$ cat config.mk
export PLATFORM = sky130hd
export DESIGN_NAME = lsu_ctrl
export DESIGN_NICKNAME = d
export VERILOG_FILES = /design/src/rtl/lsu_ctrl.sv
export SDC_FILE = /design/constraint.sdc
export NUM_CORES = 1
export LEC_CHECK = 0
export CORE_MARGIN = 5
export CORE_UTILIZATION = 53
export DETAILED_ROUTE_END_ITERATION = 7
export GPL_TIMING_DRIVEN = 0
export HOLD_SLACK_MARGIN = 0.03
export PLACE_DENSITY_LB_ADDON = 0.08
export SLEW_MARGIN = 20
export SYNTH_ARGS = -nofsm -noshare
export SYNTH_HDL_FRONTEND = slang
export SYNTH_SLANG_ARGS = --single-unit
$ cat constraint.sdc
create_clock -name i_clk -period 10.4 [get_ports i_clk]
set_input_delay 2.08 -clock i_clk [delete_from_list [all_inputs] [get_ports i_clk]]
set_output_delay 2.08 -clock i_clk [all_outputs]
set_load 0.005 [all_outputs]
$ cat src/rtl/lsu_ctrl.sv
// Load/store unit controller: turns byte/half/word requests into one or two
// aligned word beats on a synchronous memory port, with load extension.
module lsu_ctrl #(
   parameter bit SPLIT_EN = 1'b1
) (
   input  logic        i_clk,
   input  logic        i_rst,
   input  logic        i_req,
   input  logic [2:0]  i_lsu_sel,
   input  logic [31:0] i_addr,
   input  logic [31:0] i_wdata,
   output logic        o_ready,
   output logic        o_done,
   output logic [31:0] o_rdata,
   output logic        o_misaligned,
   output logic        o_mem_req,
   output logic        o_mem_we,
   output logic [31:0] o_mem_addr,
   output logic [3:0]  o_mem_be,
   output logic [31:0] o_mem_wdata,
   input  logic [31:0] i_mem_rdata
);

   typedef enum logic [2:0] {
      IDLE,
      ACC0,
      ACC1,
      WAIT,
      RESP
   } state_t;

   typedef enum logic [2:0] {
      OP_LW  = 3'b000,
      OP_SW  = 3'b001,
      OP_LB  = 3'b010,
      OP_LBU = 3'b011,
      OP_LH  = 3'b100,
      OP_LHU = 3'b101,
      OP_SB  = 3'b110,
      OP_SH  = 3'b111
   } op_t;

   state_t      state_q, state_d;
   op_t         op_q, op_d;
   logic [31:0] addr_q, addr_d;
   logic [31:0] wdata_q, wdata_d;
   logic [31:0] word0_q, word0_d;
   logic [31:0] rdata_q, rdata_d;

   logic [1:0]  off;
   logic        is_byte, is_half, is_store, split;
   logic [3:0]  mask4;
   logic [7:0]  be64;
   logic [63:0] wd64;
   logic [31:0] ld_lo, ld_hi, ld_raw, ld_ext;
   logic        beat, beat_hi;

   always_comb begin
      off      = SPLIT_EN ? addr_q[1:0] : 2'b00;
      is_byte  = (op_q == OP_LB) || (op_q == OP_LBU) || (op_q == OP_SB);
      is_half  = (op_q == OP_LH) || (op_q == OP_LHU) || (op_q == OP_SH);
      is_store = (op_q == OP_SW) || (op_q == OP_SB) || (op_q == OP_SH);
      split    = SPLIT_EN && ((is_half && (off == 2'b11)) ||
                              (!is_byte && !is_half && (off != 2'b00)));
      mask4    = is_byte ? 4'b0001 : (is_half ? 4'b0011 : 4'b1111);
      be64     = {4'b0000, mask4} << off;
      wd64     = {32'h0, wdata_q} << {off, 3'b000};

      // Split loads hold word0 from ACC1; the second word arrives in WAIT.
      ld_lo    = split ? word0_q : i_mem_rdata;
      ld_hi    = split ? i_mem_rdata : '0;
      ld_raw   = 32'({ld_hi, ld_lo} >> {off, 3'b000});
      case (op_q)
         OP_LB:   ld_ext = {{24{ld_raw[7]}}, ld_raw[7:0]};
         OP_LBU:  ld_ext = {24'h0, ld_raw[7:0]};
         OP_LH:   ld_ext = {{16{ld_raw[15]}}, ld_raw[15:0]};
         OP_LHU:  ld_ext = {16'h0, ld_raw[15:0]};
         default: ld_ext = ld_raw;
      endcase
   end

   always_comb begin
      state_d = state_q;
      op_d    = op_q;
      addr_d  = addr_q;
      wdata_d = wdata_q;
      word0_d = word0_q;
      rdata_d = rdata_q;
      case (state_q)
         IDLE: begin
            if (i_req) begin
               op_d    = op_t'(i_lsu_sel);
               addr_d  = SPLIT_EN ? i_addr : {i_addr[31:2], 2'b00};
               wdata_d = i_wdata;
               state_d = ACC0;
            end
         end
         ACC0: begin
            if (split) begin
               state_d = ACC1;
            end else if (is_store) begin
               rdata_d = '0;
               state_d = RESP;
            end else begin
               state_d = WAIT;
            end
         end
         ACC1: begin
            if (is_store) begin
               rdata_d = '0;
               state_d = RESP;
            end else begin
               word0_d = i_mem_rdata;
               state_d = WAIT;
            end
         end
         WAIT: begin
            rdata_d = ld_ext;
            state_d = RESP;
         end
         RESP:    state_d = IDLE;
         default: state_d = IDLE;
      endcase
   end

   always_ff @(posedge i_clk or posedge i_rst) begin
      if (i_rst) begin
         state_q <= IDLE;
         op_q    <= OP_LW;
         addr_q  <= '0;
         wdata_q <= '0;
         word0_q <= '0;
         rdata_q <= '0;
      end else begin
         state_q <= state_d;
         op_q    <= op_d;
         addr_q  <= addr_d;
         wdata_q <= wdata_d;
         word0_q <= word0_d;
         rdata_q <= rdata_d;
      end
   end

   always_comb begin
      beat         = (state_q == ACC0) || (state_q == ACC1);
      beat_hi      = (state_q == ACC1);
      o_ready      = (state_q == IDLE);
      o_done       = (state_q == RESP);
      o_misaligned = (state_q == RESP) && split;
      o_rdata      = rdata_q;
      o_mem_req    = beat;
      o_mem_we     = beat && is_store;
      o_mem_addr   = '0;
      o_mem_be     = '0;
      o_mem_wdata  = '0;
      if (beat) begin
         o_mem_addr  = {addr_q[31:2], 2'b00} + (beat_hi ? 32'd4 : 32'd0);
         o_mem_be    = beat_hi ? be64[7:4] : be64[3:0];
         o_mem_wdata = beat_hi ? wd64[63:32] : wd64[31:0];
      end
   end

endmodule

Word-level counts from Yosys, hierarchy flattened
Cells that the tools add are included.
{"block": "word_totals", "reg_bits": 134, "latchBits": 0, "ram_bits": 0, "mem_bits_ro": 0, "input_bits": 102, "output_inout_bits": 105, "wordCells": 64, "memories": 0}
{"block": "classes", "addsub": 1, "multipliers": 0, "n_div": 0, "n_lt_le_gt_ge": 0, "n_eq_ne": 14, "shift": 3, "n_mux": 18, "n_bitwise": 1, "reduce_logical": 21}
{"operator": "2-to-1 mux 32 bit", "n": 7}
{"operator": "case mux 32 bit (4 select lines)", "n": 1}
{"operator": "case mux 32 bit (3 select lines)", "n": 1}
{"operator": "<< shifter 32 x 5 -> 64 bit", "n": 1}
{"operator": ">> shifter 64 x 5 -> 32 bit", "n": 1}
{"operator": "adder 32 x 3 -> 32 bit", "n": 1}
{"operator": "2-to-1 mux 4 bit", "n": 4}
{"operator": "== test 3 bit, second input constant", "n": 5}
{"operator": "== test 3 x 2 -> 1 bit, second input constant", "n": 4}
{"operator": "2-to-1 mux 3 bit", "n": 4}
{"operator": "case mux 3 bit (4 select lines)", "n": 1}
{"operator": "logical OR 1 bit", "n": 8}
{"operator": "<< shifter 4 x 2 -> 8 bit", "n": 1}
{"operator": "== test 3 x 1 -> 1 bit, second input constant", "n": 2}
{"operator": "AND reduction 2 bit", "n": 3}
{"operator": "logical AND 1 bit", "n": 5}
{"operator": "!= test 2 bit, second input constant", "n": 2}
{"operator": "logical NOT 3 bit", "n": 1}
{"operator": "nonzero test 3 bit", "n": 1}
{"operator": "== test 2 bit, second input constant", "n": 1}
{"operator": "logical NOT 1 bit", "n": 2}
{"operator": "nonzero test 2 bit", "n": 1}
{"operator": "NOT 1 bit", "n": 1}

Logic depth before layout (Yosys ltp)
{"block": "logic_depth", "ltp_word": 11, "mapped_depth": 12, "ltp_nobuf": 10}

Worst setup path after synthesis
OpenSTA, ideal clock, no wires.
{"block": "synth_path", "path_type": "reg-to-output", "startpoint": "register state_q[2]", "endpoint": "output o_mem_addr[20]", "arrival_time_ns": 2.419, "path_slack_ns": 5.901, "stages_incl_launch_ff": 13, "cell_sequence": "dfrtp_1 inv_2 nand3b_1 inv_1 clkbuf_1 ha_1 ha_1 and3_1 clkbuf_1 and2_1 nand4_1 xor2_1 nor2_1"}
{"block": "synth_via", "elab_chain_cells": 4, "elab_cells_between_ends": 6, "classes_between": "add/sub (1); eq/ne (2); mux (2); reduce/logical (1)"}
{"element": "from (decl)", "line": "43", "source": "state_t state_q, state_d;"}
{"element": "from (signal assigned)", "line": "135", "source": "state_q <= state_d;"}
{"element": "== test 3 x 2 -> 1 bit", "line": "145, 146"}
{"element": "2-to-1 mux 3 bit", "line": "157", "source": "o_mem_addr = {addr_q[31:2], 2'b00} + (beat_hi ? 32'd4 : 32'd0);"}
{"element": "adder 32 x 3 -> 32 bit", "line": "157"}
{"element": "2-to-1 mux 32 bit *", "line": "156", "source": "if (beat) begin"}
{"element": "to (decl)", "line": "18", "source": "output logic [31:0] o_mem_addr,"}
Every way passes the cells marked *; elsewhere a longest branch is shown, timed or not.

Worst setup path after layout
Same ends and word-level chain as after synthesis.

==> impl_metrics.py <==
metrics = {
    "floorplan": {
        "die_outline_area_sq_mm": 0.0169,
        "top_level_ports": 207,
        "placementRows": 44,
        "die_height_microns": 130,
        "die_x_microns": 130,
        "initial_core_util": 0.532,
        "coreArea_sq_mm": 0.0144,
    },
    "power_and_ir_drop": {
        "sw_frac_of_total": 0.410,
        "power_frac_clock": 0.175,
        "cellLeakagePower_nw": 4.51,
        "power_density_mw_per_mm2": 335,
        "combPwrFrac": 0.564,
        "p_int_mw": 2.09,
        "sequentialPowerShare": 0.261,
        "vdd_ir_drop_max_uv": 193,
        "p_sw_mw": 1.45,
    },
    "clock_tree": {
        "cts.sink_count": 126,
        "clk_root_buffer_cell": "sky130_fd_sc_hd__clkbuf_16",
        "post_cts_resize_count": 0,
        "cts_buffer_depth": 2,
        "htree_levels": 4,
        "post_cts.repair.setup_buffers": 0,
        "clock_buffer_count_from_cts": 17,
        "tritoncts": "built",
        "cts.clk_slew.worst_paths_ps": 60,
        "clkLatencyLatePin_ps": 420,
        "hold_buffer_count_at_cts": 0,
    },
    "worst_setup_path": {
        "critPathCaptureType": "output pin",
        "critical_path_required_ps": 8320,
        "critical-path-slowest-cell": "sky130_fd_sc_hd__clkdlybuf4s50_1",
        "crit_path_max_fanout": 10,
        "timing.critical_path.cells": "inv_2 > nand3b_1 > inv_1 > clkbuf_1 > ha_1 > ha_1 > and3_1 > clkbuf_1 > and2_1 > nand4_1 > xor2_1 > nor2_1 > clkdlybuf4s50_1",
        "worstPathBufferInverterCount": 5,
        "worst-r2r-cell-count": 6,
        "worstReg2RegStart": "addr_q[0]",
        "setup.worst_path.start_class": "register",
        "critical_path_class": "reg -> out",
        "cpLargestDelayFamily": "buffers and inverters",
        "cp_num_cells": 13,
        "r2r_end": "o_rdata[9]",
        "r2r_setup_slack_ps": 7590,
        "crit_arrival_ps": 4140,
        "worst_path_largest_cell_delay_ps": 520,
    },
    "hold_path": {
        "hold_path.startpoint": "o_rdata[15]",
        "whs_endpoint": "o_rdata[15]",
        "min_path_type": "reg -> reg",
        "holdPathStages": 2,
    },
    "synth": {
        "synth-edff-count": 0,
        "top_post_synthesis_cells_by_area": "sky130_fd_sc_hd__dfrtp_1 41%, sky130_fd_sc_hd__mux2_2 14%, sky130_fd_sc_hd__mux2i_1 8.9%",
        "synth_top_cell_area_share": 0.412,
        "syn-cell-area_sq_mm": 0.00765,
        "mapped_cells": 757,
        "synth-main-ff-cell": "sky130_fd_sc_hd__dfrtp_1",
        "avgSynthCellArea_sq_um": 10.1,
        "number_of_unique_standard_cell_types_used_by_synthesis": 52,
        "async_reset_ff_frac": 1.00,
        "netlist.top_cell.by_area": "sky130_fd_sc_hd__dfrtp_1",
        "yosysSeqAreaShare": 0.412,
        "flop_and_latch_count_out_of_synthesis": 126,
        "yosys_warnings": 0,
    },
    "timing": {
        "setup_slack_ps": 4180,
        "worst-slew-pin-transition_ps": 1080,
        "period_needed_ps": 6220,
        "finalHoldViolCount": 0,
        "final_min_period_over_clock_period": 0.598,
        "final-setup-viol-count": 0,
        "highest_attainable_clock_frequency_mhz": 161,
        "timing.max_slew.rel_slack": 0.278,
        "tns_ps": 0,
        "grt_setup_unrepaired": "false",
        "clock-skew-final_ps": 7.75,
        "maxSlewViolCount": 0,
    },
    "detailed_routing": {
        "via_per_inst": 6.14,
        "met3_length_microns": 2410,
        "avgRoutedWirePerCell_microns": 22.3,
        "drt_pass1_iterations": 8,
        "via_total_after_detailed_routing": 7244,
        "drc_errors": 1,
        "wire_length_on_met1_microns": 10300,
        "routed-wl-met2_microns": 12700,
        "detail_route.wirelength_microns": 26300,
        "route.top_layer_used": "met4",
        "ant_nets": 0,
        "drt_iter0_drc": 771,
    },
    "place": {
        "place.detailed.instances": 1147,
        "placement.cell_area_sq_mm": 0.00996,
        "gp_congestion": 0.993,
        "detailed_place_hpwl_microns": 18800,
        "dpl_worst_slack_ps": 4710,
        "buffers_added_on_ports": 204,
    },
    "finish": {
        "multi_input_gate_area_in_the_final_layout_sq_mm": 0.00416,
        "final-instance-count-excl-fill": 1179,
        "final_cell_area_sq_mm": 0.0106,
        "num-nets-final": 1086,
        "regArea_sq_mm": 0.00315,
        "mostFrequentLayoutCells": "204 x sky130_fd_sc_hd__clkdlybuf4s50_1, 126 x sky130_fd_sc_hd__dfrtp_1, 96 x sky130_fd_sc_hd__mux2_2, 90 x sky130_fd_sc_hd__nand2_1, 68 x sky130_fd_sc_hd__mux2i_1",
        "antenna_cells_inserted": 0,
        "layout.filler_cells": 1036,
        "drive_above_1_share": 0.164,
        "final_common_cell": "sky130_fd_sc_hd__clkdlybuf4s50_1",
        "syn2layout_area_growth_pct": 38.2,
        "utilization_of_the_core_after_routing": 0.736,
    },
    "outcome": {
        "outcome": "finished with violations",
        "failed_checks": "design-rule violations",
    },
    "global_route": {
        "grtUsageTotal": 0.309,
        "grt_pass1_vias": 7469,
        "antenna_found_initial": 0,
        "gr-total-overflow": 0,
        "grt_start_max_net_pins": 66,
        "grt_first_pass_wirelength_microns": 40200,
    },
    "run": {
        "drv.max_cap_violation_count": 0,
    },
}
==> sequential cells by signal, summed over array words and instances (netlist names) <==
signal / cells
addr_q: 32
o_rdata: 32
wdata_q: 32
word0_q: 24
op_q: 3
state_q: 3
==> final cells by class <==
class | instances | share of cell area
sequential | 126 | 0.298
clock inverter | 13 | 0.0153
timing repair buffer | 205 | 0.196
tap | 184 | 0.0218
multi-input combinational | 564 | 0.393
buffer | 58 | 0.0289
clock buffer | 19 | 0.0429
inverter | 10 | 0.00402
==> worst max path at each step <==
stage / slack (ps) / endpoint / from
after detailed placement: 4710 / o_mem_addr[20] / state_q[2]
after floorplan: 4960 / addr_q[0] / i_rst
after global routing: 3980 / o_mem_addr[20] / state_q[2]
final: 4180 / o_mem_addr[20] / state_q[2]
after CTS: 4230 / o_mem_addr[20] / state_q[2]
after global placement: 3180 / addr_q[20] / i_rst
==> cells in the mapped netlist, types with 8 or more instances <==
master,n
sky130_fd_sc_hd__a21o_1,8
sky130_fd_sc_hd__a21oi_1,25
sky130_fd_sc_hd__a221o_1,9
sky130_fd_sc_hd__a22o_1,25
sky130_fd_sc_hd__and2_1,8
sky130_fd_sc_hd__and3_1,15
sky130_fd_sc_hd__buf_2,11
sky130_fd_sc_hd__clkbuf_1,32
sky130_fd_sc_hd__dfrtp_1,126
sky130_fd_sc_hd__inv_1,8
sky130_fd_sc_hd__mux2_2,96
sky130_fd_sc_hd__mux2i_1,68
sky130_fd_sc_hd__nand2_1,90
sky130_fd_sc_hd__nand3_1,22
sky130_fd_sc_hd__nand4_1,9
sky130_fd_sc_hd__nor2_1,50
sky130_fd_sc_hd__o21ai_0,31
sky130_fd_sc_hd__o21ai_1,8
sky130_fd_sc_hd__o22ai_1,19
sky130_fd_sc_hd__xor2_1,23
==> worst register-to-register path, cell delays in order (launching register included) <==
cell                       delay [ps]
sky130_fd_sc_hd__dfrtp_1          390
sky130_fd_sc_hd__buf_2            250
sky130_fd_sc_hd__buf_1            570
sky130_fd_sc_hd__nand2_1          130
sky130_fd_sc_hd__nor3_1           890
sky130_fd_sc_hd__a222oi_1         350
sky130_fd_sc_hd__nand3_1          160
==> logic make-up after synthesis <==
logic type      synth area share
buf+inv                   0.0448
fa+ha+maj                0.00327
flops                      0.412
xor+xnor                  0.0298
mux                        0.241
other cells             0.000490
compound gates             0.138
simple gates               0.130
==> power groups by stage <==
stage	Clock (mW)	Combinational [mW]	Sequential [mW]
after global placement	0	1.91	0.903
after floorplan	0	1.23	0.869
final	0.619	2.00	0.923
after CTS	0.623	1.97	0.916
after detailed placement	0	1.96	0.921
after global routing	0.646	2.13	0.951
==> stage by stage <==
stage / power [mW] / hold WS (ps)
after floorplan: 2.09 / 462
after CTS: 3.51 / 499
final: 3.54 / 495
after detailed placement: 2.88 / 485
after global routing: 3.73 / 526
after global placement: 2.81 / 468
==> layer usage <==
layer  track usage  up-vias
met5             0        -
met4         0.126        0
met3        0.0864       80
met2         0.509      420
met1         0.383     3542
li1              -     3202
No activity file was read; power rests on OpenSTA's default activity.
